<file path="src/rtl/mult_div_unit_if.sv">
// Operand/result bundle between the control FSM (master) and the
// multiply/divide unit (slave).
interface mult_div_unit_if #(parameter int WIDTH = 32);
  logic             Start;
  logic             Op;
  logic [WIDTH-1:0] A;
  logic [WIDTH-1:0] B;
  logic [WIDTH-1:0] Hi;
  logic [WIDTH-1:0] Lo;
  logic             Busy;
  logic             Done;
  logic             DivZero;

  modport master (output Start, Op, A, B, input Hi, Lo, Busy, Done, DivZero);
  modport slave  (input Start, Op, A, B, output Hi, Lo, Busy, Done, DivZero);
endinterface

</file>
<file path="src/rtl/mult_div_unit.sv">
// Iterative signed 32x32 multiply / divide, one bit per clock, on operand
// magnitudes with a final sign-fix cycle that writes Hi/Lo.
module mult_div_unit #(
  parameter int WIDTH = 32,
  parameter int ITER  = 32
) (
  input logic             Clk,
  input logic             Reset,
  mult_div_unit_if.slave  bus
);
  localparam int CW = $clog2(ITER);
  localparam logic [CW-1:0] LAST = CW'(ITER - 1);

  typedef enum logic [2:0] {S_IDLE, S_MULT, S_DIV, S_FIX, S_DONE} state_t;

  state_t            state, state_nx;
  logic [CW-1:0]     cnt;
  logic [WIDTH:0]    r;       // partial product high half / partial remainder
  logic [WIDTH-1:0]  q;       // multiplier (shifting out) / dividend -> quotient
  logic [WIDTH-1:0]  m;       // multiplicand / divisor magnitude
  logic              is_div, neg_q, neg_r;
  logic [WIDTH-1:0]  hi_r, lo_r;
  logic              done_r, dz_r;

  logic [WIDTH:0]    mul_sum, div_sh, div_diff;
  logic              div_ge;
  logic [2*WIDTH-1:0] prod, prod_fix;
  logic [WIDTH-1:0]  quo_fix, rem_fix;

  // Unsigned wrap makes |0x80000000| come out as 2^31 exactly.
  function automatic logic [WIDTH-1:0] mag(input logic [WIDTH-1:0] v);
    return v[WIDTH-1] ? (~v + 1'b1) : v;
  endfunction

  always_comb begin
    state_nx = state;
    case (state)
      S_IDLE:        if (bus.Start)
                       state_nx = !bus.Op ? S_MULT : ((bus.B == '0) ? S_DONE : S_DIV);
      S_MULT, S_DIV: if (cnt == LAST) state_nx = S_FIX;
      S_FIX, S_DONE: state_nx = S_IDLE;
      default:       state_nx = S_IDLE;
    endcase
  end

  always_comb begin
    mul_sum  = {1'b0, r[WIDTH-1:0]} + (q[0] ? {1'b0, m} : '0);
    div_sh   = {r[WIDTH-1:0], q[WIDTH-1]};
    div_ge   = div_sh >= {1'b0, m};
    div_diff = div_sh - {1'b0, m};
    prod     = {r[WIDTH-1:0], q};
    prod_fix = neg_q ? (~prod + 1'b1) : prod;
    quo_fix  = neg_q ? (~q + 1'b1) : q;
    rem_fix  = neg_r ? (~r[WIDTH-1:0] + 1'b1) : r[WIDTH-1:0];
  end

  always_ff @(posedge Clk) begin
    if (!Reset) begin
      state  <= S_IDLE;
      cnt    <= '0;
      r      <= '0;
      q      <= '0;
      m      <= '0;
      is_div <= 1'b0;
      neg_q  <= 1'b0;
      neg_r  <= 1'b0;
      hi_r   <= '0;
      lo_r   <= '0;
      done_r <= 1'b0;
      dz_r   <= 1'b0;
    end else begin
      state  <= state_nx;
      done_r <= 1'b0;
      case (state)
        S_IDLE: if (bus.Start) begin
          dz_r   <= 1'b0;
          cnt    <= '0;
          r      <= '0;
          is_div <= bus.Op;
          neg_q  <= bus.A[WIDTH-1] ^ bus.B[WIDTH-1];
          neg_r  <= bus.A[WIDTH-1];
          q      <= bus.Op ? mag(bus.A) : mag(bus.B);
          m      <= bus.Op ? mag(bus.B) : mag(bus.A);
        end
        S_MULT: begin
          // shift {carry, high, low} right after conditionally adding m
          r   <= {1'b0, mul_sum[WIDTH:1]};
          q   <= {mul_sum[0], q[WIDTH-1:1]};
          cnt <= cnt + 1'b1;
        end
        S_DIV: begin
          r   <= div_ge ? div_diff : div_sh;
          q   <= {q[WIDTH-2:0], div_ge};
          cnt <= cnt + 1'b1;
        end
        S_FIX: begin
          hi_r   <= is_div ? rem_fix : prod_fix[2*WIDTH-1:WIDTH];
          lo_r   <= is_div ? quo_fix : prod_fix[WIDTH-1:0];
          done_r <= 1'b1;
        end
        S_DONE: begin
          done_r <= 1'b1;
          dz_r   <= 1'b1;
        end
        default: ;
      endcase
    end
  end

  assign bus.Busy    = (state != S_IDLE);
  assign bus.Done    = done_r;
  assign bus.DivZero = dz_r;
  assign bus.Hi      = hi_r;
  assign bus.Lo      = lo_r;
endmodule

</file>
<file path="src/flat_wrapper.sv">
// flat-port wrapper written by rule: the top's interface ports become plain ports
module mult_div_unit_flat 
#(
  parameter int WIDTH = 32,
  parameter int ITER  = 32
)
  (Clk, Reset, bus_Start, bus_Op, bus_A, bus_B, bus_Hi, bus_Lo, bus_Busy, bus_Done, bus_DivZero);
  mult_div_unit_if #(.WIDTH(WIDTH)) bus_i ();
  input logic Clk;
  input logic Reset;
  input wire logic [$bits(bus_i.Start)-1:0] bus_Start;
  input wire logic [$bits(bus_i.Op)-1:0] bus_Op;
  input wire logic [$bits(bus_i.A)-1:0] bus_A;
  input wire logic [$bits(bus_i.B)-1:0] bus_B;
  output wire logic [$bits(bus_i.Hi)-1:0] bus_Hi;
  output wire logic [$bits(bus_i.Lo)-1:0] bus_Lo;
  output wire logic [$bits(bus_i.Busy)-1:0] bus_Busy;
  output wire logic [$bits(bus_i.Done)-1:0] bus_Done;
  output wire logic [$bits(bus_i.DivZero)-1:0] bus_DivZero;
  assign bus_i.Start = bus_Start;
  assign bus_i.Op = bus_Op;
  assign bus_i.A = bus_A;
  assign bus_i.B = bus_B;
  assign bus_Hi = bus_i.Hi;
  assign bus_Lo = bus_i.Lo;
  assign bus_Busy = bus_i.Busy;
  assign bus_Done = bus_i.Done;
  assign bus_DivZero = bus_i.DivZero;
  mult_div_unit #(.WIDTH(WIDTH), .ITER(ITER)) u_core (.Clk(Clk), .Reset(Reset), .bus(bus_i));
endmodule
</file>
<file path="config.mk">
export PLATFORM = sky130hd
export DESIGN_NAME = mult_div_unit_flat
export DESIGN_NICKNAME = d
export VERILOG_FILES = /design/src/rtl/mult_div_unit_if.sv /design/src/rtl/mult_div_unit.sv /design/src/flat_wrapper.sv
export SDC_FILE = /design/constraint.sdc
export NUM_CORES = 1
export LEC_CHECK = 0
export CORE_MARGIN = 2
export CORE_UTILIZATION = 35
export CTS_BUF_LIST = sky130_fd_sc_hd__clkbuf_4
export DETAILED_ROUTE_END_ITERATION = 7
export PLACE_DENSITY_LB_ADDON = 0.2
export SETUP_SLACK_MARGIN = 0.3
export SYNTH_ARGS = -nofsm -noshare
export SYNTH_HDL_FRONTEND = slang
export SYNTH_SLANG_ARGS = --single-unit
</file>
<file path="constraint.sdc">
create_clock -name Clk -period 3.3 [get_ports Clk]
set_clock_uncertainty 0.05 [all_clocks]
set_input_delay 0.33 -clock Clk [delete_from_list [all_inputs] [get_ports Clk]]
set_output_delay 0.33 -clock Clk [all_outputs]
set_load 0.01 [all_outputs]
</file>
==> reports/metrics.csv, run 1 <==
stage;metric;value;unit
sta;RSZ-0062 raised after global routing;true;
setup_path;crit path launch;u_core.r[0];
floorplanning;I/O pins;135;
logic_synthesis;largest family of logic cells by synthesized area;compound AO/OA/AOI/OAI gates;
logic_synthesis;Simple-Gate Fraction of Synth Area;20.4;%
clocking;clock transition at the registers of the reported paths;0.16;ns
clocking;CTS Sinks;173;
setup_path;Critical Path Sink Type;register;
detailed_routing;Detailed Route WL;55200;um
logic_synthesis;Synth Register Bits;173;
sta;Max Fclk;311;MHz
cells_and_area;share of layout cells above drive strength 1;21.4;%
power;maximum vdd drop;0.000223;V
clocking;total CTS buffers;17;
global_routing;first-pass GRT wire length;82300;um
setup_path;crit-path max FO;3;
logic_synthesis;sequential fraction of the synthesis area;24.7;%
flow_run;Max-cap violations;0;
global_routing;largest net degree at the start of global routing;67;
detailed_routing;met2 WL;24600;um
clocking;Clock Latency Late Sink;0.63;ns
detailed_routing;Top Layer Used;met4;
sta;final hold vios;0;
setup_path;RR Startpoint;u_core.r[0];
placement;Final GP Congestion;0.969;
logic_synthesis;synthesized area per cell;7.36;um2
detailed_routing;Via density;5.74;
logic_synthesis;Cells after Synth;1909;
power;Power Density;486;nW/um2
sta;worst slew pin tran;0.902;ns
setup_path;CP Class;register to register;
clocking;TritonCTS clock tree;built;
logic_synthesis;Mapped Area;14000;um2
logic_synthesis;async set or reset register ratio after synthesis;0;%
setup_path;crit path to;u_core.bus.Hi[14];
sta;Slew HR;39.7;%
logic_synthesis;Post-synth EDFFs;0;
setup_path;Crit path required time;3.80;ns
logic_synthesis;area share of fa/ha/maj cells after synthesis;6.52;%
placement;dpl hpwl;42600;um
cells_and_area;Finished Layout Cells;2711;
sta;setup TNS;0;ns
floorplanning;Row Count;73;
floorplanning;starting density of the core;35.4;%
status;run status;completed;
power;leakage power;7.33;nW
global_routing;antenna violations before repair;1;
detailed_routing;Residual DRC;0;
hold_path;hold crit path type;primary input to register;
clocking;Clock Path Buffers;2;
global_routing;Total Routing Usage GR;25.5;%
floorplanning;total die area;41700;um2
detailed_routing;Met1 Wirelength;25700;um
logic_synthesis;Synth warnings;0;
logic_synthesis;syn_nets;2049;
floorplanning;total core area;39600;um2
detailed_routing;Routed Antenna Nets;0;
sta;endpoints failing setup;0;
floorplanning;Die Wd;204;um
clocking;H-tree depth;4;
placement;IO Port Bufs;134;
floorplanning;Die Span Y;204;um
sta;Tmin final;3.22;ns
sta;max-slew violation count;0;
setup_path;Arr. time, crit path;3.72;ns
placement;cell total after placement;2642;
setup_path;startpoint types;register;
cells_and_area;area delta synth->final;33.0;%
cells_and_area;nets@finish;2313;
setup_path;R2R setup slack;0.08;ns
setup_path;R2R cell count;11;
sta;Final Cycle Share;97.6;%
logic_synthesis;post-synthesis mux area share;1.46;%
detailed_routing;via count;15600;
logic_synthesis;top_reg_cell synth;dfxtp_1;
global_routing;vias in the first global route;14400;
setup_path;r2r endpoint;u_core.bus.Hi[14];
clocking;Hold Buf Count CTS;0;
detailed_routing;met3 WL;3610;um
logic_synthesis;XOR/XNOR Fraction of Synth Area;10.6;%
logic_synthesis;compound-gate portion of the synthesized area;30.4;%
detailed_routing;DR WL/cell;20.4;um
global_routing;total gr overflow;0;
clocking;CTS root buf;clkbuf_4;
logic_synthesis;number of library cell types mapped by synthesis;75;
detailed_routing;initial DRC count;1403;
detailed_routing;Pre-antenna DRT Iters;6;
==> cell families (layout without fill, tap and decap cells) <==
| logic type | count (synthesis) | count (layout) |
|---|---|---|
| other cells | 0 | 1 |
| buf+inv | 199 | 475 |
| mux | 20 | 20 |
| xor+xnor | 170 | 170 |
| compound gates | 661 | 661 |
| flops | 173 | 173 |
| simple gates | 614 | 614 |
| fa+ha+maj | 72 | 72 |
==> cell usage after synthesis, types with 7 or more instances <==
library cell	count	area, um2
nor2_1	202	758
nand2_1	190	713
a21oi_1	179	896
dfxtp_1	173	3460
o21ai_0	165	826
clkbuf_1	122	458
xnor2_1	93	815
xor2_1	77	674
ha_1	70	876
inv_1	61	229
a211oi_1	51	383
o211ai_1	39	293
a221oi_1	36	315
nand3_1	36	180
nor3_1	36	180
a21o_1	35	263
o31ai_1	31	233
nand4_1	20	125
nor4_1	19	119
or3_1	19	119
o41ai_1	18	158
or4_1	17	128
mux2i_1	16	160
a222oi_1	13	130
nor2b_1	13	81.3
a31oi_1	12	75.1
o21bai_1	11	82.6
a22oi_1	10	75.1
nand2b_1	10	62.6
a221o_1	9	90.1
and3_1	9	56.3
o21a_1	8	60.1
or2_2	8	50.1
and2_1	7	43.8
nor3b_1	7	52.6
==> placed cells by master, fill, tap and decap left out, drive strengths merged, types with 9 or more instances in the layout <==
cell	instances
buf	250
nor2	202
nand2	190
a21oi	179
dfxtp	173
o21ai	166
clkdlybuf4s50	132
xnor2	93
xor2	77
ha	70
inv	68
a211oi	51
o211ai	40
a21o	36
nand3	36
nor3	36
a221oi	36
o31ai	31
nand4	20
or3	20
or4	20
nor4	19
clkbuf	18
o41ai	18
mux2i	16
a222oi	13
nor2b	13
a31oi	12
o21bai	11
nand2b	10
a22oi	10
a221o	9
and3	9
==> routing by layer <==
layer | vias to the layer above | track usage [%]
li1 | 7534 | -
met1 | 7400 | 36.0
met2 | 558 | 39.3
met3 | 71 | 4.10
met4 | 0 | 8.51
met5 | - | 0
==> flip-flops by register name (all words and copies together), names as in the netlist <==
signal / cells
u_core.bus.Hi: 32
u_core.bus.Lo: 32
u_core.m: 32
u_core.q: 32
u_core.r: 32
u_core.cnt: 5
u_core.state: 3
u_core.bus.DivZero: 1
u_core.bus.Done: 1
u_core.is_div: 1
u_core.neg_q: 1
u_core.neg_r: 1
==> critical path: stages (launching register included) <==
cell	delay [ns]
dfxtp_4	0.38
inv_4	0.06
ha_4	0.13
or4b_4	0.46
or4_4	0.43
or4_4	0.43
or4_4	0.42
or3_1	0.37
o211ai_2	0.09
xnor2_1	0.13
nand2_1	0.08
a21oi_2	0.13
==> cell type report <==
class	instances	area, um2
clock inverter	13	174
antenna	1	2.50
clock buffer	18	135
inverter	62	262
fill	3965	21000
multi-input combinational	1537	10600
sequential	173	3500
tap	525	657
timing repair buffer	382	3360
==> report_power, final <==
part,switching (W),internal (W)
combinational,0.00281,0.00237
sequential,0.000232,0.00227
clock,0.000846,0.000550
total,0.00388,0.00519
==> how the worst min path moves through the flow <==
stage	cells past startpoint	slack (ns)	start	end
after floorplan	2	0.38	u_core.m[11]	u_core.m[11]
after global placement	2	0.39	u_core.m[8]	u_core.m[8]
after detailed placement	2	0.40	u_core.bus.Hi[15]	u_core.bus.Hi[15]
after CTS	3	0.12	Reset	u_core.r[18]
after global routing	4	0.17	Reset	u_core.r[27]
final	4	0.18	Reset	u_core.r[27]
==> timing repair <==
action,CTS,global route
setup buffers,18,18
setup endpoints to repair,46,54
pin swaps,49,81
gates resized for setup,95,135
gates cloned,1,0
==> metrics by stage <==
stage | util (%) | setup WS [ns] | instance area (um2) | total power, W | hold WS, ns
2_1_floorplan | - | 0.155 | 14100 | 0.00517 | 0.379
3_3_place_gp | 43.3 | -0.146 | 17200 | 0.00681 | 0.394
3_5_place_dp | 43.3 | -0.202 | 17200 | 0.00682 | 0.395
4_1_cts | 45.4 | 0.0807 | 18000 | 0.00855 | 0.117
5_1_grt | 47.1 | -0.0365 | 18700 | 0.00959 | 0.170
6_report | 47.1 | 0.0799 | 18700 | 0.00907 | 0.184
Power figures use the tool's default switching activity.
==> run 2: changes to the inputs <==
--- a/config.mk
+++ b/config.mk
@@ -5,6 +5,7 @@
 export SDC_FILE = /design/constraint.sdc
 export NUM_CORES = 1
 export LEC_CHECK = 0
+export ABC_CLOCK_PERIOD_IN_PS = 3300
 export CORE_MARGIN = 2
 export CORE_UTILIZATION = 35
 export CTS_BUF_LIST = sky130_fd_sc_hd__clkbuf_4
==> results of run 2 <==
Same layout as run 1: the final DEF is identical, and so are final timing and power.
==> run 3: changes to the inputs <==
--- a/config.mk
+++ b/config.mk
@@ -6,8 +6,7 @@
 export NUM_CORES = 1
 export LEC_CHECK = 0
 export ABC_CLOCK_PERIOD_IN_PS = 3300
-export CORE_MARGIN = 2
-export CORE_UTILIZATION = 35
+export CORE_UTILIZATION = 25
 export CTS_BUF_LIST = sky130_fd_sc_hd__clkbuf_4
 export DETAILED_ROUTE_END_ITERATION = 7
 export PLACE_DENSITY_LB_ADDON = 0.2
==> reports/metrics.csv, run 3 (synthesis gave the netlist of run 1 again) <==
stage;metric;value;unit;change
floorplanning;total core area;55300;um2;+40%
setup_path;crit-path max FO;3;;unchanged
clocking;TritonCTS clock tree;built;;
power;Seq pwr share;25.3;%;-2.2 points
status;run status;finished with violations;;
sta;max-slew violation count;0;;unchanged
power;leakage power;7.69;nW;+4.9%
sta;Max Fclk;302;MHz;-2.7%
placement;Final GP Congestion;0.921;;-5.0%
global_routing;antenna violations before repair;1;;unchanged
placement;dpl hpwl;47400;um;+11%
floorplanning;Die Span Y;239;um;+17%
detailed_routing;Pre-antenna DRT Iters;5;;-1
global_routing;Total Routing Usage GR;20.9;%;-4.6 points
detailed_routing;Detailed Route WL;60800;um;+10%
sta;RSZ-0062 raised after global routing;true;;
cells_and_area;share of layout cells above drive strength 1;23.1;%;+1.7 points
global_routing;largest net degree at the start of global routing;60;;-10%
global_routing;Top Usage Layer GRT;met2;;
global_routing;total gr overflow;0;;unchanged
floorplanning;Row Count;86;;+18%
cells_and_area;most common cell after layout, fill and taps aside;buf_4;;
setup_path;Crit path required time;3.88;ns;+0.08 ns
detailed_routing;Routed Antenna Nets;0;;unchanged
setup_path;Critical Path Sink Type;register;;
sta;setup TNS;-0.0104;ns;-0.0104 ns
floorplanning;starting density of the core;25.4;%;-10 points
clocking;CTS Sinks;173;;unchanged
clocking;clock transition at the registers of the reported paths;0.20;ns;+0.04 ns
cells_and_area;most frequent cells in the layout;buf_4, nor2_1, nand2_1;;
detailed_routing;via count;15700;;+0.78%
sta;worst slew pin tran;0.760;ns;-0.142 ns
floorplanning;total die area;57100;um2;+37%
sta;Final Cycle Share;100;%;+2.7 points
detailed_routing;Via density;5.28;;-8.0%
global_routing;met3 Use GR;3.04;%;-1.1 points
status;failing checks;setup timing;;
detailed_routing;Residual DRC;0;;unchanged
power;Comb pwr share;60.7;%;+3.6 points
power;Tot Pwr;0.00975;W;+7.4%
sta;endpoints failing setup;1;;+1
sta;Tmin final;3.31;ns;+0.0903 ns
power;clock power share;14.0;%;-1.4 points
floorplanning;Die Wd;239;um;+17%
hold_path;hold crit path type;primary input to register;;
sta;final hold vios;0;;unchanged
setup_path;startpoint types;register;;
sta;post-layout worst setup margin;-0.0104;ns;-0.0903 ns
cells_and_area;area delta synth->final;39.2;%;
power;P_int;0.00535;W;+3.1%
clocking;Clock Path Buffers;2;;unchanged
global_routing;M2 GR Usage;32.9;%;-6.4 points
global_routing;first-pass GRT wire length;90500;um;+10%
global_routing;GR met1 Demand/Resource;29.1;%;-6.9 points
power;switching power;0.00440;W;+13%
sta;Slew HR;49.3;%;+9.7 points
power;Power Density;499;nW/um2;+2.7%
power;fraction of power spent switching nets;45.1;%;+2.3 points
clocking;total CTS buffers;17;;unchanged
placement;IO Port Bufs;134;;unchanged
clocking;CTS root buf;clkbuf_4;;
clocking;H-tree depth;4;;unchanged
floorplanning;I/O pins;135;;unchanged
clocking;Clock Latency Late Sink;0.70;ns;+0.07 ns
setup_path;Arr. time, crit path;3.89;ns;+0.17 ns
detailed_routing;DR WL/cell;20.5;um;+0.48%
flow_run;Max-cap violations;0;;unchanged
detailed_routing;initial DRC count;1071;;-24%
power;maximum vdd drop;0.000253;V;+14%
global_routing;vias in the first global route;15000;;+4.2%
setup_path;R2R setup slack;-0.01;ns;-0.09 ns
cells_and_area;nets@finish;2347;;+1.5%
setup_path;CP Class;register to register;;
[run 3: cell types whose count changed in the layout (fill, tap and decap cells not counted), sizes merged, moves of 2 or more]
cell and delta:
clkinv +4, buf +28, diode +2, clkbuf +3, bufinv -3
[run 3: final timing paths]
path | from | endpoint | cells past startpoint
setup reg to reg | u_core.r[1] | u_core.bus.Hi[14] | 11
setup / recovery | u_core.r[1] | u_core.bus.Hi[14] | 11
hold / removal | bus_Op | u_core.m[0] | 3
hold reg to reg | u_core.bus.Hi[4] | u_core.bus.Hi[4] | 2
[run 3: metal layers]
layer / part of all wire [%] / vias up
li1: - / 7600
met1: 48 / 7577
met2: 45 / 444
met3: 5.3 / 64
met4: 2.4 / 0
met5: 0 / -
[run 3: timing repair]
action | 4_1_cts | 5_1_grt
endpoints found under the hold margin | 2 | 0
pin swaps | 65 | 84
gates resized for setup | 143 | 126
hold buffers | 1 | 0
endpoints found under the setup margin | 58 | 53
gates cloned | 2 | 4
setup buffers | 24 | 13
[run 3: power groups by stage]
stage / logic (W) / clock network (W) / registers, W
floorplan: 0.00270 / 0 / 0.00246
global placement: 0.00448 / 0 / 0.00249
detailed placement: 0.00448 / 0 / 0.00249
CTS: 0.00513 / 0.00141 / 0.00246
global route: 0.00633 / 0.00147 / 0.00249
finish: 0.00592 / 0.00136 / 0.00247
[run 3: critical path: stages (launching register included)]
cell and delay [ns]:
dfxtp_4 0.41, inv_4 0.06, ha_4 0.13, or4b_4 0.47
or4_4 0.44, or4_4 0.43, or4_4 0.43, or3_4 0.38
o211ai_2 0.09, xnor2_1 0.14, nand2_1 0.08, a21oi_2 0.11
[run 3: stage by stage]
step | instance area, um2 | hold WS [ns] | cells | setup WS, ns | util [%]
after global routing | 19500 | 0.188 | 2969 | -0.0899 | 35.3
after global placement | 17700 | 0.396 | 2892 | -0.204 | 31.9
after CTS | 18800 | 0.0993 | 2951 | -0.00555 | 34.0
after floorplan | 14100 | 0.379 | 1909 | 0.155 | -
after detailed placement | 17700 | 0.398 | 2892 | -0.199 | 31.9
final | 19500 | 0.174 | 2971 | -0.0104 | 35.3
[run 3: cell type report]
type | instances | area [um2]
fillers | 5836 | 35800
multi-input cells | 1537 | 10800
flip-flops and latches | 173 | 3490
repair buffers | 416 | 3770
diodes | 3 | 7.51
clock inverters | 15 | 173
well taps | 748 | 936
clock buffers | 17 | 128
inverters | 62 | 244
